[src/rtl/scan_pkg.sv]
// Shared definitions for the pixel scan controller: FSM encoding, size defaults
// and the decimation stride helper.
package scan_pkg;

  localparam int unsigned MaxWDefault = 640;
  localparam int unsigned MaxHDefault = 480;
  localparam int unsigned StepW       = 2;

  typedef enum logic [2:0] {
    StIdle,
    StLoad,
    StRun,
    StDrain,
    StDone
  } scan_state_e;

  // Low-bit mask of a power-of-two stride: (1 << step) - 1.
  function automatic int unsigned step_mask(input logic [StepW-1:0] step);
    return (32'd1 << step) - 32'd1;
  endfunction

endpackage

[src/rtl/pixel_scan_ctrl_if.sv]
// Pixel stream in/out handshake bundle. The controller uses the slave side; the
// pixel source and downstream sink sit on the master side.
interface pixel_scan_ctrl_if
  import scan_pkg::*;
#(
  parameter int unsigned PIX_W = 8,
  parameter int unsigned X_W   = $clog2(MaxWDefault),
  parameter int unsigned Y_W   = $clog2(MaxHDefault)
) ();

  logic             in_valid;
  logic [PIX_W-1:0] in_data;
  logic             in_ready;
  logic             out_valid;
  logic             out_ready;
  logic [PIX_W-1:0] out_data;
  logic [X_W-1:0]   out_x;
  logic [Y_W-1:0]   out_y;
  logic             out_last;

  modport master (
    output in_valid,
    output in_data,
    output out_ready,
    input  in_ready,
    input  out_valid,
    input  out_data,
    input  out_x,
    input  out_y,
    input  out_last
  );

  modport slave (
    input  in_valid,
    input  in_data,
    input  out_ready,
    output in_ready,
    output out_valid,
    output out_data,
    output out_x,
    output out_y,
    output out_last
  );

endinterface

[src/rtl/raster_counter.sv]
// Raster x/y position counter bounded by a runtime width/height. Freezes on the
// final pixel until cleared.
module raster_counter #(
  parameter int unsigned X_W = 10,
  parameter int unsigned Y_W = 9
) (
  input  logic           clk_i,
  input  logic           rst_ni,
  input  logic           clr_i,
  input  logic           inc_i,
  input  logic [X_W:0]   width_i,
  input  logic [Y_W:0]   height_i,
  output logic [X_W-1:0] x_o,
  output logic [Y_W-1:0] y_o,
  output logic           wrap_o,
  output logic           last_o
);

  logic [X_W-1:0] x_q, x_d;
  logic [Y_W-1:0] y_q, y_d;
  logic           final_px;

  // wrap_o: at the end of a row; last_o: on the last row.
  assign wrap_o   = ({1'b0, x_q} == (width_i - (X_W+1)'(1)));
  assign last_o   = ({1'b0, y_q} == (height_i - (Y_W+1)'(1)));
  assign final_px = wrap_o && last_o;
  assign x_o      = x_q;
  assign y_o      = y_q;

  always_comb begin
    x_d = x_q;
    y_d = y_q;
    if (clr_i) begin
      x_d = '0;
      y_d = '0;
    end else if (inc_i && !final_px) begin
      if (wrap_o) begin
        x_d = '0;
        y_d = y_q + Y_W'(1);
      end else begin
        x_d = x_q + X_W'(1);
      end
    end
  end

  always_ff @(posedge clk_i or negedge rst_ni) begin
    if (!rst_ni) begin
      x_q <= '0;
      y_q <= '0;
    end else begin
      x_q <= x_d;
      y_q <= y_d;
    end
  end

endmodule

[src/rtl/pixel_scan_ctrl.sv]
// Frame scan controller: walks a runtime-sized raster over a pixel stream,
// decimates by a power-of-two stride and forwards kept pixels with coordinates.
module pixel_scan_ctrl
  import scan_pkg::*;
#(
  parameter int unsigned MAX_W = MaxWDefault,
  parameter int unsigned MAX_H = MaxHDefault,
  parameter int unsigned PIX_W = 8,
  parameter int unsigned X_W   = $clog2(MAX_W),
  parameter int unsigned Y_W   = $clog2(MAX_H)
) (
  input  logic             clk_i,
  input  logic             rst_ni,
  input  logic             start_i,
  input  logic             abort_i,
  input  logic [X_W:0]     cfg_width_i,
  input  logic [Y_W:0]     cfg_height_i,
  input  logic [StepW-1:0] cfg_step_log2_i,
  pixel_scan_ctrl_if.slave pix_if,
  output logic             busy_o,
  output logic             done_o,
  output logic             cfg_err_o
);

  scan_state_e      state_q, state_d;
  logic [X_W:0]     width_q, width_d;
  logic [Y_W:0]     height_q, height_d;
  logic [StepW-1:0] step_q, step_d;
  logic             cfg_err_q, cfg_err_d;
  logic             out_valid_q, out_valid_d;
  logic [PIX_W-1:0] out_data_q, out_data_d;
  logic [X_W-1:0]   out_x_q, out_x_d;
  logic [Y_W-1:0]   out_y_q, out_y_d;
  logic             out_last_q, out_last_d;

  logic             cfg_ok, cfg_ld, in_ready, accept, keep, cnt_clr;
  logic [X_W-1:0]   cnt_x, mask_x, last_x;
  logic [Y_W-1:0]   cnt_y, mask_y, last_y;
  logic             cnt_wrap, cnt_last_row, final_px;

  assign cfg_ok = (cfg_width_i != '0) && (cfg_height_i != '0) &&
                  (cfg_width_i <= (X_W+1)'(MAX_W)) && (cfg_height_i <= (Y_W+1)'(MAX_H));

  assign in_ready = (state_q == StRun) && (!out_valid_q || pix_if.out_ready);
  assign accept   = pix_if.in_valid && in_ready;
  assign final_px = cnt_wrap && cnt_last_row;
  assign cnt_clr  = abort_i || cfg_ld || (state_q == StDone);

  raster_counter #(
    .X_W (X_W),
    .Y_W (Y_W)
  ) u_raster_counter (
    .clk_i    (clk_i),
    .rst_ni   (rst_ni),
    .clr_i    (cnt_clr),
    .inc_i    (accept),
    .width_i  (width_q),
    .height_i (height_q),
    .x_o      (cnt_x),
    .y_o      (cnt_y),
    .wrap_o   (cnt_wrap),
    .last_o   (cnt_last_row)
  );

  // Decimation: keep when the stride's low bits are zero; the last kept pixel
  // sits at the frame's far corner rounded down to the stride grid.
  assign mask_x = X_W'(step_mask(step_q));
  assign mask_y = Y_W'(step_mask(step_q));
  assign keep   = ((cnt_x & mask_x) == '0) && ((cnt_y & mask_y) == '0);
  assign last_x = X_W'(width_q - (X_W+1)'(1)) & ~mask_x;
  assign last_y = Y_W'(height_q - (Y_W+1)'(1)) & ~mask_y;

  always_comb begin
    state_d   = state_q;
    cfg_ld    = 1'b0;
    cfg_err_d = 1'b0;
    unique case (state_q)
      StIdle: begin
        if (start_i && !abort_i) begin
          if (cfg_ok) begin
            state_d = StLoad;
            cfg_ld  = 1'b1;
          end else begin
            cfg_err_d = 1'b1;
          end
        end
      end
      StLoad:  state_d = StRun;
      StRun:   if (accept && final_px) state_d = StDrain;
      StDrain: if (!out_valid_q || pix_if.out_ready) state_d = StDone;
      StDone:  state_d = StIdle;
      default: state_d = StIdle;
    endcase
    if (abort_i && (state_q != StIdle)) begin
      state_d = StIdle;
    end
  end

  always_comb begin
    width_d  = width_q;
    height_d = height_q;
    step_d   = step_q;
    if (cfg_ld) begin
      width_d  = cfg_width_i;
      height_d = cfg_height_i;
      step_d   = cfg_step_log2_i;
    end
  end

  // A new kept pixel overrides the clear from a same-cycle output handshake.
  always_comb begin
    out_valid_d = out_valid_q;
    out_data_d  = out_data_q;
    out_x_d     = out_x_q;
    out_y_d     = out_y_q;
    out_last_d  = out_last_q;
    if (abort_i) begin
      out_valid_d = 1'b0;
      out_data_d  = '0;
      out_x_d     = '0;
      out_y_d     = '0;
      out_last_d  = 1'b0;
    end else if (accept && keep) begin
      out_valid_d = 1'b1;
      out_data_d  = pix_if.in_data;
      out_x_d     = cnt_x;
      out_y_d     = cnt_y;
      out_last_d  = (cnt_x == last_x) && (cnt_y == last_y);
    end else if (pix_if.out_ready) begin
      out_valid_d = 1'b0;
    end
  end

  always_ff @(posedge clk_i or negedge rst_ni) begin
    if (!rst_ni) begin
      state_q     <= StIdle;
      width_q     <= '0;
      height_q    <= '0;
      step_q      <= '0;
      cfg_err_q   <= 1'b0;
      out_valid_q <= 1'b0;
      out_data_q  <= '0;
      out_x_q     <= '0;
      out_y_q     <= '0;
      out_last_q  <= 1'b0;
    end else begin
      state_q     <= state_d;
      width_q     <= width_d;
      height_q    <= height_d;
      step_q      <= step_d;
      cfg_err_q   <= cfg_err_d;
      out_valid_q <= out_valid_d;
      out_data_q  <= out_data_d;
      out_x_q     <= out_x_d;
      out_y_q     <= out_y_d;
      out_last_q  <= out_last_d;
    end
  end

  assign pix_if.in_ready  = in_ready;
  assign pix_if.out_valid = out_valid_q;
  assign pix_if.out_data  = out_data_q;
  assign pix_if.out_x     = out_x_q;
  assign pix_if.out_y     = out_y_q;
  assign pix_if.out_last  = out_last_q;

  assign busy_o    = (state_q == StLoad) || (state_q == StRun) || (state_q == StDrain);
  assign done_o    = (state_q == StDone);
  assign cfg_err_o = cfg_err_q;

endmodule

[src/flat_wrapper.sv]
// flat-port wrapper written by rule: the top's interface ports become plain ports
module pixel_scan_ctrl_flat import scan_pkg::*;
#(
  parameter int unsigned MAX_W = MaxWDefault,
  parameter int unsigned MAX_H = MaxHDefault,
  parameter int unsigned PIX_W = 8,
  parameter int unsigned X_W   = $clog2(MAX_W),
  parameter int unsigned Y_W   = $clog2(MAX_H)
)
  (clk_i, rst_ni, start_i, abort_i, cfg_width_i, cfg_height_i, cfg_step_log2_i, busy_o, done_o, cfg_err_o, pix_if_in_valid, pix_if_in_data, pix_if_out_ready, pix_if_in_ready, pix_if_out_valid, pix_if_out_data, pix_if_out_x, pix_if_out_y, pix_if_out_last);
  pixel_scan_ctrl_if #(.PIX_W(PIX_W), .X_W(X_W), .Y_W(Y_W)) pix_if_i ();
  input  logic clk_i;
  input  logic rst_ni;
  input  logic start_i;
  input  logic abort_i;
  input  logic [X_W:0] cfg_width_i;
  input  logic [Y_W:0] cfg_height_i;
  input  logic [StepW-1:0] cfg_step_log2_i;
  output logic busy_o;
  output logic done_o;
  output logic cfg_err_o;
  input wire logic [$bits(pix_if_i.in_valid)-1:0] pix_if_in_valid;
  input wire logic [$bits(pix_if_i.in_data)-1:0] pix_if_in_data;
  input wire logic [$bits(pix_if_i.out_ready)-1:0] pix_if_out_ready;
  output wire logic [$bits(pix_if_i.in_ready)-1:0] pix_if_in_ready;
  output wire logic [$bits(pix_if_i.out_valid)-1:0] pix_if_out_valid;
  output wire logic [$bits(pix_if_i.out_data)-1:0] pix_if_out_data;
  output wire logic [$bits(pix_if_i.out_x)-1:0] pix_if_out_x;
  output wire logic [$bits(pix_if_i.out_y)-1:0] pix_if_out_y;
  output wire logic [$bits(pix_if_i.out_last)-1:0] pix_if_out_last;
  assign pix_if_i.in_valid = pix_if_in_valid;
  assign pix_if_i.in_data = pix_if_in_data;
  assign pix_if_i.out_ready = pix_if_out_ready;
  assign pix_if_in_ready = pix_if_i.in_ready;
  assign pix_if_out_valid = pix_if_i.out_valid;
  assign pix_if_out_data = pix_if_i.out_data;
  assign pix_if_out_x = pix_if_i.out_x;
  assign pix_if_out_y = pix_if_i.out_y;
  assign pix_if_out_last = pix_if_i.out_last;
  pixel_scan_ctrl #(.MAX_W(MAX_W), .MAX_H(MAX_H), .PIX_W(PIX_W), .X_W(X_W), .Y_W(Y_W)) u_core (.clk_i(clk_i), .rst_ni(rst_ni), .start_i(start_i), .abort_i(abort_i), .cfg_width_i(cfg_width_i), .cfg_height_i(cfg_height_i), .cfg_step_log2_i(cfg_step_log2_i), .pix_if(pix_if_i), .busy_o(busy_o), .done_o(done_o), .cfg_err_o(cfg_err_o));
endmodule
[config.mk]
export PLATFORM = sky130hd
export DESIGN_NAME = pixel_scan_ctrl_flat
export DESIGN_NICKNAME = d
export VERILOG_FILES = /design/src/rtl/scan_pkg.sv /design/src/rtl/pixel_scan_ctrl_if.sv /design/src/rtl/raster_counter.sv /design/src/rtl/pixel_scan_ctrl.sv /design/src/flat_wrapper.sv
export SDC_FILE = /design/constraint.sdc
export NUM_CORES = 1
export LEC_CHECK = 0
export CAP_MARGIN = 30
export CORE_MARGIN = 2
export CORE_UTILIZATION = 60
export DETAILED_ROUTE_END_ITERATION = 10
export PLACE_DENSITY = 0.86
export SETUP_SLACK_MARGIN = 0.05
export SLEW_MARGIN = 40
export SYNTH_ARGS = -nofsm -noshare
export SYNTH_HDL_FRONTEND = slang
export SYNTH_HIERARCHICAL = 1
export SYNTH_SLANG_ARGS = --single-unit
[constraint.sdc]
create_clock -name clk_i -period 5 [get_ports clk_i]
set_clock_uncertainty 0.05 [all_clocks]
set_input_delay 1 -clock clk_i [delete_from_list [all_inputs] [get_ports clk_i]]
set_output_delay 1 -clock clk_i [all_outputs]
set_load 0.05 [all_outputs]
# == Word level (Yosys, flattened, before mapping) ==
# Index checks and enable logic that the tools add are counted.
# word_totals
out_inout_bits,33
reg_bits,75
inputBits,37
# op_classes
n_mux,29
n_addsub,5
n_eq_ne,12
n_shift,1
bitwise_logic,6
n_reduce_logical,33
magnitude_cmp,2
# ops
op,n
10-bit 2-to-1 mux,5
9-bit 2-to-1 mux,5
10-bit bitwise AND,2
10-bit by 1-bit subtractor with 10-bit output (second input constant),2
9-bit bitwise AND,2
8-bit 2-to-1 mux,2
3-bit 2-to-1 mux,5
1-bit logical AND,13
3-bit by 1-bit != test with 1-bit output (second input constant),4
3-bit case mux with 4 select lines,1
10-bit by 11-bit equality test with 1-bit output,1
11-bit by 10-bit <= comparator with 1-bit output (second input constant),1
1-bit 2-to-1 mux,11
11-bit nonzero test,1
11-bit by 1-bit subtractor with 11-bit output (second input constant),1
10-bit by 1-bit adder with 10-bit output (second input constant),1
10-bit equality test,1
9-bit by 10-bit equality test with 1-bit output,1
10-bit by 9-bit <= comparator with 1-bit output (second input constant),1
10-bit zero test,1
10-bit inverter,1
10-bit nonzero test,1
1-bit by 2-bit left shift with 10-bit output (first input constant),1
9-bit by 1-bit adder with 9-bit output (second input constant),1
other kinds (13),23

# == Depth between registers and ports, before layout ==
# Gate-level depths: netlist of the first run.
# logic_depth
word_depth,11
depth_mapped,11
depth_no_buf,10

# == Modules after synthesis ==
# Netlist of the first run, hierarchy kept.
# by_module_without_submodules
mod,n_inst,area_per_inst_um2,cells_each
pixel_scan_ctrl,1,3042.9,320
raster_counter,1,2070.7,244

# == Least setup slack after synthesis of the first run ==
# Ideal clock, no wire load.
# synth_path
kind,input-to-reg
startpoint,input port cfg_width_i[2]
endpoint,register u_core.u_raster_counter.y_q[3] (netlist: u_core/u_raster_counter/y_o[3])
path_buffers,2
slack_ns,1.644
setup_ns,0.127
required_ns,4.823
t_arrival_ns,3.179
path_stages,10
cell_sequence,nor4_1 > nand2_1 > a21o_1 > a2111oi_2 > nand3b_2 > buf_2 > nand2_1 > dlygate4sd1_1 > nor2_1 > mux2_1
# synth_via
elab_chain_len,11
elab_cells_between_ends,14
cone_classes,1 x order compare; 4 x mux; 9 x reduce/logical
# synth_lines
item,line_no,source
from (decl),flat_wrapper.sv:16,input logic [X_W:0] cfg_width_i;
branches (longest 2 deep; another with 11-bit by 10-bit <= comparator with 1-bit output),n/a,
1-bit logical AND *,pixel_scan_ctrl.sv:41,assign cfg_ok = (cfg_width_i != '0) && (cfg_height_i != '0) &&
1-bit logical AND *,pixel_scan_ctrl.sv:42,(cfg_width_i <= (X_W+1)'(MAX_W)) && (cfg_height_i <= (Y_W+1)'(MAX_H));
1-bit 2-to-1 mux *,pixel_scan_ctrl.sv:80,if (cfg_ok) begin
1-bit 2-to-1 mux *,pixel_scan_ctrl.sv:79,if (start_i && !abort_i) begin
1-bit 2-to-1 mux *,pixel_scan_ctrl.sv:77,unique case (state_q)
1-bit logical OR * (2 in a row),pixel_scan_ctrl.sv:47,assign cnt_clr = abort_i || cfg_ld || (state_q == StDone);
named net u_core.cnt_clr,pixel_scan_ctrl.sv:36,"logic cfg_ok, cfg_ld, in_ready, accept, keep, cnt_clr;"
2-bit nonzero test (no source line),n/a,
2-bit AND reduction (no source line),n/a,
to (signal assigned),raster_counter.sv:52,y_q <= y_d;
to (decl),raster_counter.sv:20,"logic [Y_W-1:0] y_q, y_d;"
# Mark *: on every way through the listed nets, which the timed path passes.
# A chain may end at the register's enable or synchronous reset.

# == Worst setup path in the final report of the first run ==
# layout_path
startpoint,input port pix_if_out_ready
endpoint,output port pix_if_in_ready
# layout_via
elab_chain_len,2
# layout_lines
item,line_no,source
from (decl),flat_wrapper.sv:24,input wire logic [$bits(pix_if_i.out_ready)-1:0] pix_if_out_ready;
1-bit logical OR,pixel_scan_ctrl.sv:44,assign in_ready = (state_q == StRun) && (!out_valid_q || pix_if.out_ready);
1-bit logical AND,pixel_scan_ctrl.sv:44,
to (decl),flat_wrapper.sv:25,output wire logic [$bits(pix_if_i.in_ready)-1:0] pix_if_in_ready;
# Every way passes these cells.

==> reports/qor.log, run 1 <==
qor: timing.finalSetupTns 0 ns
qor: timing.setup_repair_after_global_routing_missed_its_margin false
qor: synth.synth-seq-area-share 0.367
qor: clock_network.clock_insertion_delay_at_the_later_pin_of_the_skew_report 0.35 ns
qor: cells_and_area.drive_above_1_share 0.105
qor: timing.whs 0.460 ns
qor: worst_setup_path.timing.reg2reg.worst_path_depth 9
qor: global_routing.antenna_violations_before_repair 0
qor: synth.synth_nets 609
qor: global_routing.grt_remaining_overflow 0
qor: synth.async_flop_share 1.00
qor: synth.synth.distinct_cells 82
qor: floorplan.floorplan.io_pins 70
qor: routing.routed_wire_length_per_instance 19.0 um
qor: floorplan.die-width 96.3 um
qor: synth.edff_count_synth 0
qor: power_and_ir_drop.ir_drop 285 uV
qor: power_and_ir_drop.comb_power_share 0.334
qor: outcome.status finished, final reports clean
qor: synth.synth_flop_cell dfrtp_1
qor: power_and_ir_drop.switchingPower 0.727 mW
qor: timing.slew_headroom 0.477
qor: synth.synth-seq-cells 75
qor: synth.netlist_instances 564
qor: hold_path.hold_class reg2reg
qor: placement.io_buffer_count 69
qor: synth.synth.top_cells.by_count dfrtp_1 (75), nand2_1 (75), a21oi_1 (47)
qor: hold_path.min_delay_startpoint u_core/pix_if.out_last
qor: power_and_ir_drop.power.clock.fraction 0.257
qor: routing.drt_wl_total 14.0 mm
qor: cells_and_area.nets 670
qor: floorplan.placement_rows 33
qor: worst_setup_path.setup.worst_path.start_class primary input
qor: clock_network.clock_path_buffers 2
qor: placement.routabilityCongestion 0.890
qor: synth.ys_top_cells_by_area dfrtp_1 (37%), nand2_1 (5.5%), a21oi_1 (4.6%)
qor: clock_network.clk_transition_reported_paths 0.09 ns
qor: global_routing.vias_in_the_first_global_route 4503
qor: routing.detailroute.via_count 4755
qor: job.timing.max_cap.violations 0
qor: timing.min_period_over_period 0.735
qor: worst_setup_path.crit_arrival 2.63 ns
qor: floorplan.floorplan.die.height 96.3 um
qor: timing.max_clock_freq 272 MHz
qor: floorplan.die_area 0.00928 mm2
qor: global_routing.groute.usage.overall 0.303
qor: synth.synth_top_area_cell dfrtp_1
qor: floorplan.fp.coreArea 0.00826 mm2
qor: synth.synth.cell_area 0.00511 mm2
qor: timing.actual_transition_at_the_worst_max_transition_pin 0.782 ns
qor: global_routing.first_pass_grt_wire_length 21.6 mm
qor: worst_setup_path.critical_path_class in2out
qor: placement.hpwl 9.83 mm
qor: routing.detail_route.first_pass.iterations 5
qor: synth.synth.yosys.warnings 6
qor: timing.period_minus_slack 3.68 ns
qor: power_and_ir_drop.switching_share 0.376
qor: power_and_ir_drop.leakagePower 2.40 nW
qor: cells_and_area.post-route-cell-area 0.00607 mm2
qor: synth.synth.top_cell.area_share 0.367
qor: worst_setup_path.cp.required 3.95 ns
qor: clock_network.cts-hold-fix-buffers 0
qor: timing.report.final.slew_viol_count 0
qor: clock_network.cts.repair_timing.setup_buffer_count 0
qor: cells_and_area.n_antenna_cell 0
qor: routing.via_per_inst 6.47
qor: placement.pre_cts_ws 0.989 ns
qor: routing.drc_errors 0
qor: routing.drt-initial-drc-count 386
qor: clock_network.cts_resized 0
qor: power_and_ir_drop.p_int 1.21 mW
qor: synth.synth.avg_cell_area 9.07 um2
qor: placement.dpl_cell_area 0.00585 mm2
qor: worst_setup_path.critical_path_launch_point pix_if_out_ready
qor: floorplan.initial_utilization 0.619
qor: power_and_ir_drop.cellPowerDensity 319 mW/mm2
qor: clock_network.cts_tree yes
qor: clock_network.numCtsBuffers 9
qor: power_and_ir_drop.p_seq_frac 0.409
qor: timing.setup_viols_final 0
qor: clock_network.htree_num_levels 3
qor: worst_setup_path.worst_setup_path_end_kind output port
qor: worst_setup_path.rr_startpoint u_core/height_q[0]
qor: global_routing.grt_max_degree 76
qor: timing.hold_violations 0
qor: routing.ant_nets 0
qor: timing.setup_slack_after_layout 1.32 ns
qor: cells_and_area.synthToLayoutAreaGrowth 18.7%
qor: clock_network.root_buffer clkbuf_8
qor: worst_setup_path.cp_max_fo 6
qor: clock_network.clock_sink_count 75
qor: hold_path.min_delay_path_depth 2
critical path, cell delays in order:
cell	delay [ns]
clkdlybuf4s50_1	0.45
nand2b_1	0.20
and3_1	0.18
clkdlybuf4s50_1	0.79
logic make-up (layout without fill, tap and decap cells):
logic type | after synthesis | count (layout) | share of synthesized area
xor gates and xnor gates | 44 | 44 | 0.0810
AOI/OAI and AO/OA | 129 | 129 | 0.171
muxes | 25 | 25 | 0.0563
adders and majority gates | 8 | 8 | 0.0196
and+or+nand+nor | 244 | 244 | 0.270
DFF | 75 | 75 | 0.367
buffers and inverters | 39 | 105 | 0.0355
worst paths after layout:
kind                                             endpoint  slack (ns)
setup / recovery                          pix_if_in_ready        1.32
hold / removal                     u_core/pix_if.out_last        0.46
setup reg to reg           u_core/u_raster_counter/y_o[3]        1.58
hold reg to reg                    u_core/pix_if.out_last        0.46
max in group asynchronous              u_core/height_q[8]        3.82
min in group asynchronous               u_core/width_q[7]        0.60
stage by stage:
step,utilization,power [mW],std cells
floorplan,-,1.25,564
global placement,0.708,1.39,719
detailed placement,0.709,1.42,719
CTS,0.734,1.91,735
global route,0.735,2.04,735
finish,0.735,1.93,735
power groups by stage:
stage / registers [mW] / clock network, mW / logic [mW]
after floorplan: 0.747 / 0 / 0.507
after global placement: 0.793 / 0 / 0.599
after detailed placement: 0.798 / 0 / 0.621
after CTS: 0.785 / 0.501 / 0.628
after global routing: 0.804 / 0.537 / 0.699
final: 0.790 / 0.498 / 0.646
flip-flops by register name, indices dropped and copies added, names as in the netlist:
register	cells
u_core/pix_if.out_last	1
u_core/cfg_err_o	1
u_core/height_q	10
u_core/state_q	3
u_core/step_q	2
u_core/u_raster_counter/x_o	10
u_core/pix_if.out_y	9
u_core/pix_if.out_x	10
u_core/pix_if.out_data	8
u_core/pix_if.out_valid	1
u_core/u_raster_counter/y_o	9
u_core/width_q	11
final cells by class:
cell class,instances,area [um2]
Clock inverter,6,70.1
Tap cell,105,131
Sequential cell,75,1880
Inverter,17,63.8
Fill cell,619,2190
Clock buffer,10,138
Multi-Input combinational cell,450,3080
Timing Repair Buffer,72,714
cells in the final DEF (no fill, tap or decap), drive strengths merged, types with 4 or more instances in the layout:
master         count
nand2b            10
o31ai              4
nand3             14
nor2b              4
and3               6
nor3              14
inv               19
xor2              19
a31oi              7
mux2              24
or3               14
nand3b             8
a21oi             48
buf                4
nor4              12
o21ai             21
o32ai              5
nor2              33
or4                7
clkbuf            10
or3b               4
o2111ai            4
a211oi             4
clkdlybuf4s50     68
or2                7
o21bai             4
nand2             75
nor3b              5
ha                 8
nand4             12
xnor2             23
dfrtp             75
per-layer routing:
layer  share of wire  global-route usage  vias up
met2            0.51               0.521      234
li1                -                   -     2205
met3           0.065              0.0673       39
met4           0.027               0.124        0
met1            0.40               0.367     2277
met5               0                   0        -
Power figures use the tool's default switching activity.
==> run 2, diff against run 1 <==
--- a/config.mk
+++ b/config.mk
@@ -7,9 +7,9 @@
 export LEC_CHECK = 0
 export CAP_MARGIN = 30
 export CORE_MARGIN = 2
-export CORE_UTILIZATION = 60
+export CORE_UTILIZATION = 50
 export DETAILED_ROUTE_END_ITERATION = 10
-export PLACE_DENSITY = 0.86
+export PLACE_DENSITY = 0.77
 export SETUP_SLACK_MARGIN = 0.05
 export SLEW_MARGIN = 40
 export SYNTH_ARGS = -nofsm -noshare
==> constraint.sdc (replaced) <==
create_clock -name clk_i -period 3.1 [get_ports clk_i]
set_clock_uncertainty 0.05 [all_clocks]
set_input_delay 0.62 -clock clk_i [delete_from_list [all_inputs] [get_ports clk_i]]
set_output_delay 0.62 -clock clk_i [all_outputs]
set_load 0.05 [all_outputs]
==> run 2 against run 1 <==
Effect of this change: non-clock buffer count increased by 34; combinational power is 76% higher; routed wire length grew 3.5%; die area is 19% higher; worst hold slack worse by 0.24 ns; total power increased by 62%; global-route usage down 3.7 points; design area up 5.0%; cell count rose by 8.4%.
==> reports/qor.log, run 2 (synthesized netlist as in run 1, its figures left out) <==
qor: clock_network.clk_transition_reported_paths 0.10 ns [about the same]
qor: clock_network.htree_num_levels 3 [unchanged]
qor: job.timing.max_cap.violations 0 [unchanged]
qor: placement.routabilityCongestion 0.946 [+6.2%]
qor: power_and_ir_drop.power.clock.fraction 0.242 [-0.015]
qor: placement.dpl_cell_area 0.00613 mm2 [+4.7%]
qor: worst_setup_path.worst_setup_path_end_kind flip-flop
qor: worst_setup_path.cp_max_fo 10 [+4]
qor: floorplan.floorplan.die.height 105 um [+9.1%]
qor: routing.wirelength_met1 6.13 mm [+9.5%]
qor: global_routing.groute.usage.overall 0.266 [-0.0368]
qor: routing.drt-initial-drc-count 349 [-9.6%]
qor: timing.setup_viols_final 0 [unchanged]
qor: cells_and_area.stdcell_count 797 [+8.4%]
qor: cells_and_area.largest_register u_core/width_q
qor: worst_setup_path.timing.critical_path.depth 11 [+7]
qor: clock_network.cts-hold-fix-buffers 0 [unchanged]
qor: worst_setup_path.cp.required 3.33 ns [-0.62 ns]
qor: timing.max_clock_freq 330 MHz
qor: routing.routed_wire_length_per_instance 18.2 um [-4.6%]
qor: global_routing.grt_max_degree 76 [unchanged]
qor: cells_and_area.post-route-cell-area 0.00637 mm2 [+5.0%]
qor: timing.hold_violations 0 [unchanged]
qor: routing.ant_nets 0 [unchanged]
qor: worst_setup_path.rr_startpoint u_core/height_q[1]
qor: cells_and_area.final_core_util 0.646 [-0.0892]
qor: placement.hpwl 10.5 mm [+7.0%]
qor: placement.io_buffer_count 69 [unchanged]
qor: routing.routed-wl-met3 881 um [-3.1%]
qor: cells_and_area.nets 704 [+5.1%]
qor: cells_and_area.synthToLayoutAreaGrowth 24.6%
qor: cells_and_area.n_antenna_cell 0 [unchanged]
qor: timing.report.final.slew_viol_count 0 [unchanged]
qor: clock_network.clock_sink_count 75 [unchanged]
qor: routing.route.top_layer_used met4
qor: timing.period_minus_slack 3.03 ns
qor: routing.met2_length 7.11 mm [about the same]
qor: timing.whs 0.215 ns [-0.245 ns]
qor: cells_and_area.fill_cells 783 [+26%]
qor: worst_setup_path.critical_path.max_stage_delay 0.62 ns [-0.17 ns]
qor: power_and_ir_drop.switchingPower 1.23 mW [+69%]
qor: power_and_ir_drop.p_int 1.91 mW [+58%]
qor: clock_network.clock_path_buffers 2 [unchanged]
qor: clock_network.clock_insertion_delay_at_the_later_pin_of_the_skew_report 0.36 ns [about the same]
qor: placement.inst_count_dp 778 [+8.2%]
qor: power_and_ir_drop.ir_drop 414 uV [+45%]
qor: power_and_ir_drop.comb_power_share 0.362 [+0.028]
qor: outcome.status finished, final reports clean
qor: global_routing.grt_remaining_overflow 0 [unchanged]
qor: power_and_ir_drop.leakagePower 2.58 nW [+7.2%]
qor: floorplan.floorplan.io_pins 70 [unchanged]
qor: timing.actual_transition_at_the_worst_max_transition_pin 0.688 ns [-0.0939 ns]
qor: placement.pre_cts_ws -0.154 ns [-1.14 ns]
qor: cells_and_area.drive_above_1_share 0.155 [+0.0504]
qor: worst_setup_path.crit_arrival 3.26 ns [+0.63 ns]
qor: global_routing.vias_in_the_first_global_route 4684 [+4.0%]
qor: clock_network.root_buffer clkbuf_8
qor: hold_path.hold_class in2async
qor: worst_setup_path.setup.worst_path.start_class flip-flop
qor: global_routing.antenna_violations_before_repair 0 [unchanged]
qor: routing.drc_errors 0 [unchanged]
qor: global_routing.first_pass_grt_wire_length 23.6 mm [+9.3%]
qor: clock_network.cts_tree yes
qor: worst_setup_path.cp_slowest_cell a2111oi_0
qor: power_and_ir_drop.cellPowerDensity 492 mW/mm2 [+54%]
qor: routing.detailroute.via_count 4845 [+1.9%]
qor: floorplan.die_area 0.0111 mm2 [+19%]
qor: routing.drt_wl_total 14.5 mm [+3.5%]
qor: power_and_ir_drop.p_seq_frac 0.395 [-0.014]
qor: worst_setup_path.worst_path_dominant_cell_family compound AO/OA/AOI/OAI gates
qor: floorplan.die-width 105 um [+9.1%]
qor: worst_setup_path.worstReg2RegEnd u_core/u_raster_counter/x_o[4]
qor: worst_setup_path.r2r_setup_slack 0.07 ns [-1.51 ns]
qor: cells_and_area.final_cell_mix nand2_1 (75), dfrtp_1 (75), clkdlybuf4s50_1 (67), a21oi_1 (47), buf_4 (36)
qor: floorplan.fp.coreArea 0.00986 mm2 [+19%]
qor: timing.slew_headroom 0.541 [+0.0639]
qor: worst_setup_path.critical_path_launch_point u_core/height_q[1]
qor: worst_setup_path.timing.reg2reg.worst_path_depth 11 [+2]
qor: routing.detail_route.first_pass.iterations 5 [unchanged]
qor: floorplan.initial_utilization 0.518 [-0.101]
qor: cells_and_area.flip_flop_count_of_the_largest_register_all_copies_and_words_added 11 [unchanged]
qor: timing.min_period_over_period 0.978
qor: worst_setup_path.endpoint u_core/u_raster_counter/x_o[4]
qor: clock_network.numCtsBuffers 9 [unchanged]
qor: worst_setup_path.timing.critical_path.buf_inv 3 [+1]
qor: timing.setup_slack_after_layout 0.0682 ns [-1.26 ns]
qor: power_and_ir_drop.switching_share 0.392 [+0.0163]
qor: worst_setup_path.critical_path_class reg2reg
qor: floorplan.placement_rows 36 [+9.1%]
qor: worst_setup_path.timing.critical_path.cells inv_1, ha_1, nor3b_4, o21ai_0, a2111oi_0, nand4_1, buf_4, nor4b_4, buf_4, o21ai_0, a21oi_1
qor: routing.via_per_inst 6.08 [-6.0%]
==> run 2: what timing repair did <==
item / 4_1_cts / 5_1_grt
gates resized for setup: 0 / 5
endpoints found under the setup margin: 0 / 15
setup buffers: 0 / 3
==> run 2: metal layers <==
metal,up-vias,global-route usage
met1,2348,0.348
met4,0,0.0752
li1,2277,-
met2,191,0.446
met5,-,0
met3,29,0.0568
==> run 2: cell type report <==
type / count / area (um2) / area share
clock inverters: 7 / 70.1 / 0.0110
well taps: 133 / 166 / 0.0261
multi-input cells: 450 / 3090 / 0.485
repair buffers: 106 / 983 / 0.154
flip-flops and latches: 75 / 1880 / 0.295
inverters: 17 / 63.8 / 0.0100
clock buffers: 9 / 124 / 0.0194
==> run 2: how the worst min path moves through the flow <==
stage                              startpoint                             end  slack, ns  cells past startpoint
floorplan                              rst_ni                u_core/cfg_err_o       0.27                      0
global placement            u_core/state_q[0]               u_core/state_q[1]       0.46                      1
detailed placement  u_core/pix_if.out_data[6]       u_core/pix_if.out_data[6]       0.46                      2
CTS                                    rst_ni              u_core/width_q[10]       0.26                      1
global route                           rst_ni  u_core/u_raster_counter/x_o[7]       0.28                      1
finish                                 rst_ni  u_core/u_raster_counter/x_o[8]       0.22                      1
==> run 2: per-stage QoR <==
| stage | TNS (ns) | power [mW] |
|---|---|---|
| 6_report | 0 | 3.13 |
| 5_1_grt | -0.627 | 3.32 |
| 4_1_cts | 0 | 3.10 |
| 3_5_place_dp | -3.49 | 2.33 |
| 3_3_place_gp | -0.742 | 2.30 |
| 2_1_floorplan | 0 | 2.02 |
==> run 2: power groups by stage <==
stage	clock (mW)	combinational, mW	sequential (mW)
4_1_cts	0.774	1.10	1.23
3_5_place_dp	0	1.09	1.25
3_3_place_gp	0	1.06	1.24
2_1_floorplan	0	0.817	1.20
6_report	0.760	1.14	1.24
5_1_grt	0.825	1.24	1.25
==> run 3, diff against run 2 <==
--- a/config.mk
+++ b/config.mk
@@ -7,9 +7,10 @@
 export LEC_CHECK = 0
 export CAP_MARGIN = 30
 export CORE_MARGIN = 2
-export CORE_UTILIZATION = 50
+export CORE_UTILIZATION = 52
+export CTS_BUF_LIST = sky130_fd_sc_hd__clkbuf_2
 export DETAILED_ROUTE_END_ITERATION = 10
-export PLACE_DENSITY = 0.77
+export PLACE_DENSITY = 0.79
 export SETUP_SLACK_MARGIN = 0.05
 export SLEW_MARGIN = 40
 export SYNTH_ARGS = -nofsm -noshare
==> run 3 against run 2 <==
Effect of this change: clock-buffer cell count stayed put; first-iteration DRC count is 29% higher; global-route usage is 1.1 points higher; worst hold slack worse by 0.20 ns; routed wire length is 1.7% higher; maximum frequency is 2.8% higher; core utilization is 0.89 points higher; die area is 3.7% lower; clock power is 17% lower; via count is 1.9% higher; design area is 0.94% lower.
==> reports/qor.log, run 3 (synthesized netlist as in run 1, its figures left out) <==
qor: global_routing.first_pass_grt_wire_length 22.7 mm [-4.1%]
qor: floorplan.die_area 0.0106 mm2 [-3.7%]
qor: floorplan.die-width 103 um [-1.9%]
qor: cells_and_area.nets 703 [-0.14%]
qor: global_routing.grt_max_degree 76 [unchanged]
qor: placement.dpl_cell_area 0.00612 mm2 [-0.12%]
qor: timing.hold_violations 0 [unchanged]
qor: cells_and_area.n_antenna_cell 0 [unchanged]
qor: global_routing.groute.usage.overall 0.277 [+0.0105]
qor: timing.min_period_over_period 0.952 [-0.0264]
qor: clock_network.clk_transition_reported_paths 0.21 ns [+0.11 ns]
qor: worst_setup_path.setup.worst_path.start_class flip-flop
qor: cells_and_area.drive_above_1_share 0.157 [+0.00198]
qor: timing.setup_viols_final 0 [unchanged]
qor: power_and_ir_drop.leakagePower 2.55 nW [-1.1%]
qor: cells_and_area.final_cell_mix nand2_1 (75), dfrtp_1 (74), clkdlybuf4s50_1 (67), a21oi_1 (47), buf_4 (35)
qor: global_routing.grt_remaining_overflow 0 [unchanged]
qor: clock_network.htree_num_levels 3 [unchanged]
qor: hold_path.hold_class in2async
qor: clock_network.clock_insertion_delay_at_the_later_pin_of_the_skew_report 0.54 ns [+0.18 ns]
qor: outcome.status finished, final reports clean
qor: cells_and_area.fill_cells 797 [+1.8%]
qor: floorplan.initial_utilization 0.531 [+0.0121]
qor: routing.detailroute.via_count 4937 [+1.9%]
qor: routing.detail_route.first_pass.iterations 9 [+4]
qor: timing.slew_headroom 0.540 [-0.00125]
qor: clock_network.numCtsBuffers 9 [unchanged]
qor: floorplan.floorplan.die.height 103 um [-1.9%]
qor: global_routing.antenna_violations_before_repair 0 [unchanged]
qor: global_routing.vias_in_the_first_global_route 4565 [-2.5%]
qor: floorplan.floorplan.io_pins 70 [unchanged]
qor: job.timing.max_cap.violations 0 [unchanged]
qor: cells_and_area.leading_cell_type_in_the_layout_fill_and_taps_excluded nand2_1
qor: clock_network.root_buffer clkbuf_2
qor: cells_and_area.flip_flop_count_of_the_largest_register_all_copies_and_words_added 11 [unchanged]
qor: floorplan.placement_rows 36 [unchanged]
qor: timing.period_minus_slack 2.95 ns [-0.0819 ns]
qor: cells_and_area.largest_register u_core/width_q
qor: timing.whs 0.0110 ns [-0.204 ns]
qor: power_and_ir_drop.ir_drop 339 uV [-18%]
qor: worst_setup_path.cp.required 3.52 ns [+0.19 ns]
qor: power_and_ir_drop.p_total 3.05 mW [-2.6%]
qor: clock_network.cts_tree yes
qor: cells_and_area.register_area 0.00188 mm2 [about the same]
qor: timing.report.final.slew_viol_count 0 [unchanged]
qor: clock_network.clock_sink_count 75 [unchanged]
qor: clock_network.cts-hold-fix-buffers 0 [unchanged]
qor: routing.ant_nets 0 [unchanged]
qor: routing.drc_errors 0 [unchanged]
qor: placement.hpwl 10.7 mm [+1.6%]
qor: power_and_ir_drop.cellPowerDensity 484 mW/mm2 [-1.7%]
qor: floorplan.fp.coreArea 0.00964 mm2 [-2.3%]
qor: routing.drt_wl_total 14.7 mm [+1.7%]
qor: timing.setup_repair_after_global_routing_missed_its_margin false
qor: routing.via_per_inst 6.21 [+2.2%]
qor: timing.actual_transition_at_the_worst_max_transition_pin 0.690 ns [+0.00187 ns]
qor: routing.drt-initial-drc-count 449 [+29%]
qor: cells_and_area.final_core_util 0.655 [+0.00886]
qor: placement.io_buffer_count 69 [unchanged]
qor: timing.max_clock_freq 339 MHz [+2.8%]
qor: worst_setup_path.cp_max_fo 10 [unchanged]
qor: worst_setup_path.crit_arrival 3.37 ns [+0.11 ns]
qor: cells_and_area.synthToLayoutAreaGrowth 23.4%
qor: worst_setup_path.critical_path_class reg2reg
qor: worst_setup_path.worst_setup_path_end_kind flip-flop
qor: cells_and_area.post-route-cell-area 0.00631 mm2 [-0.94%]
qor: placement.routabilityCongestion 0.927 [-1.9%]
qor: clock_network.clock_path_buffers 2 [unchanged]
qor: routing.routed_wire_length_per_instance 18.5 um [+1.9%]
qor: cells_and_area.multiInputGateArea 0.00309 mm2 [+0.16%]
[run 3: cell types whose count changed in the layout (fill, tap and decap cells not counted), moves of 2 or more]
cell	before	now
clkbuf_8	9	0
bufinv_16	0	2
ha_1	8	6
ha_2	0	2
clkbuf_2	0	9
[run 3: stage by stage]
stage	setup WS, ns	TNS (ns)	std cells
2_1_floorplan	0.124	0	564
3_3_place_gp	-0.0328	-0.311	777
3_5_place_dp	-0.158	-2.07	777
4_1_cts	0.0678	0	794
5_1_grt	0.0551	0	795
6_report	0.150	0	795
[run 3: what timing repair did]
action | in CTS | in global routing
endpoints found under the setup margin | 7 | 15
setup buffers | 2 | 1
gates resized for setup | 0 | 10
pin swaps | 2 | 0
[run 3: final timing paths]
check | endpoint | cells after the start | start | slack (ns)
min reg2reg | u_core/pix_if.out_y[2] | 2 | u_core/pix_if.out_y[2] | 0.48
min in group clk_i | u_core/pix_if.out_y[2] | 2 | u_core/pix_if.out_y[2] | 0.48
max | u_core/u_raster_counter/x_o[4] | 11 | u_core/height_q[1] | 0.15
max in group asynchronous | u_core/pix_if.out_x[0] | 1 | rst_ni | 2.50
max reg2reg | u_core/u_raster_counter/x_o[4] | 11 | u_core/height_q[1] | 0.15
min | u_core/u_raster_counter/x_o[1] | 1 | rst_ni | 0.01
[run 3: report_power, final]
group / total (mW) / internal, mW / switching, mW
combinational: 1.20 / 0.560 / 0.643
sequential: 1.22 / 1.05 / 0.170
clock: 0.628 / 0.265 / 0.363
total: 3.05 / 1.88 / 1.18
[run 3: worst max-delay path, stage by stage, from the launching register on]
cell     delay [ns]
dfrtp_2        0.48
inv_1          0.08
ha_2           0.22
nor3b_4        0.30
buf_4          0.17
o21ai_1        0.06
a221o_2        0.37
nor2_1         0.40
nor4b_4        0.09
buf_4          0.18
or3_1          0.34
a21oi_1        0.16
[run 3: final cells by class]
| cell class | count | share of cell area |
|---|---|---|
| inverters | 17 | 0.0101 |
| well taps | 133 | 0.0264 |
| multi-input cells | 450 | 0.490 |
| flip-flops and latches | 75 | 0.298 |
| clock inverters | 6 | 0.0143 |
| clock buffers | 9 | 0.00714 |
| repair buffers | 105 | 0.155 |
[run 3: per-layer routing]
layer	vias up	GRT usage	wire (um)	share of wire
met5	-	0	0	0
met4	0	0.113	461	0.031
met3	58	0.0447	1180	0.080
met2	260	0.453	7090	0.48
met1	2343	0.367	5990	0.41
li1	2276	-	-	-
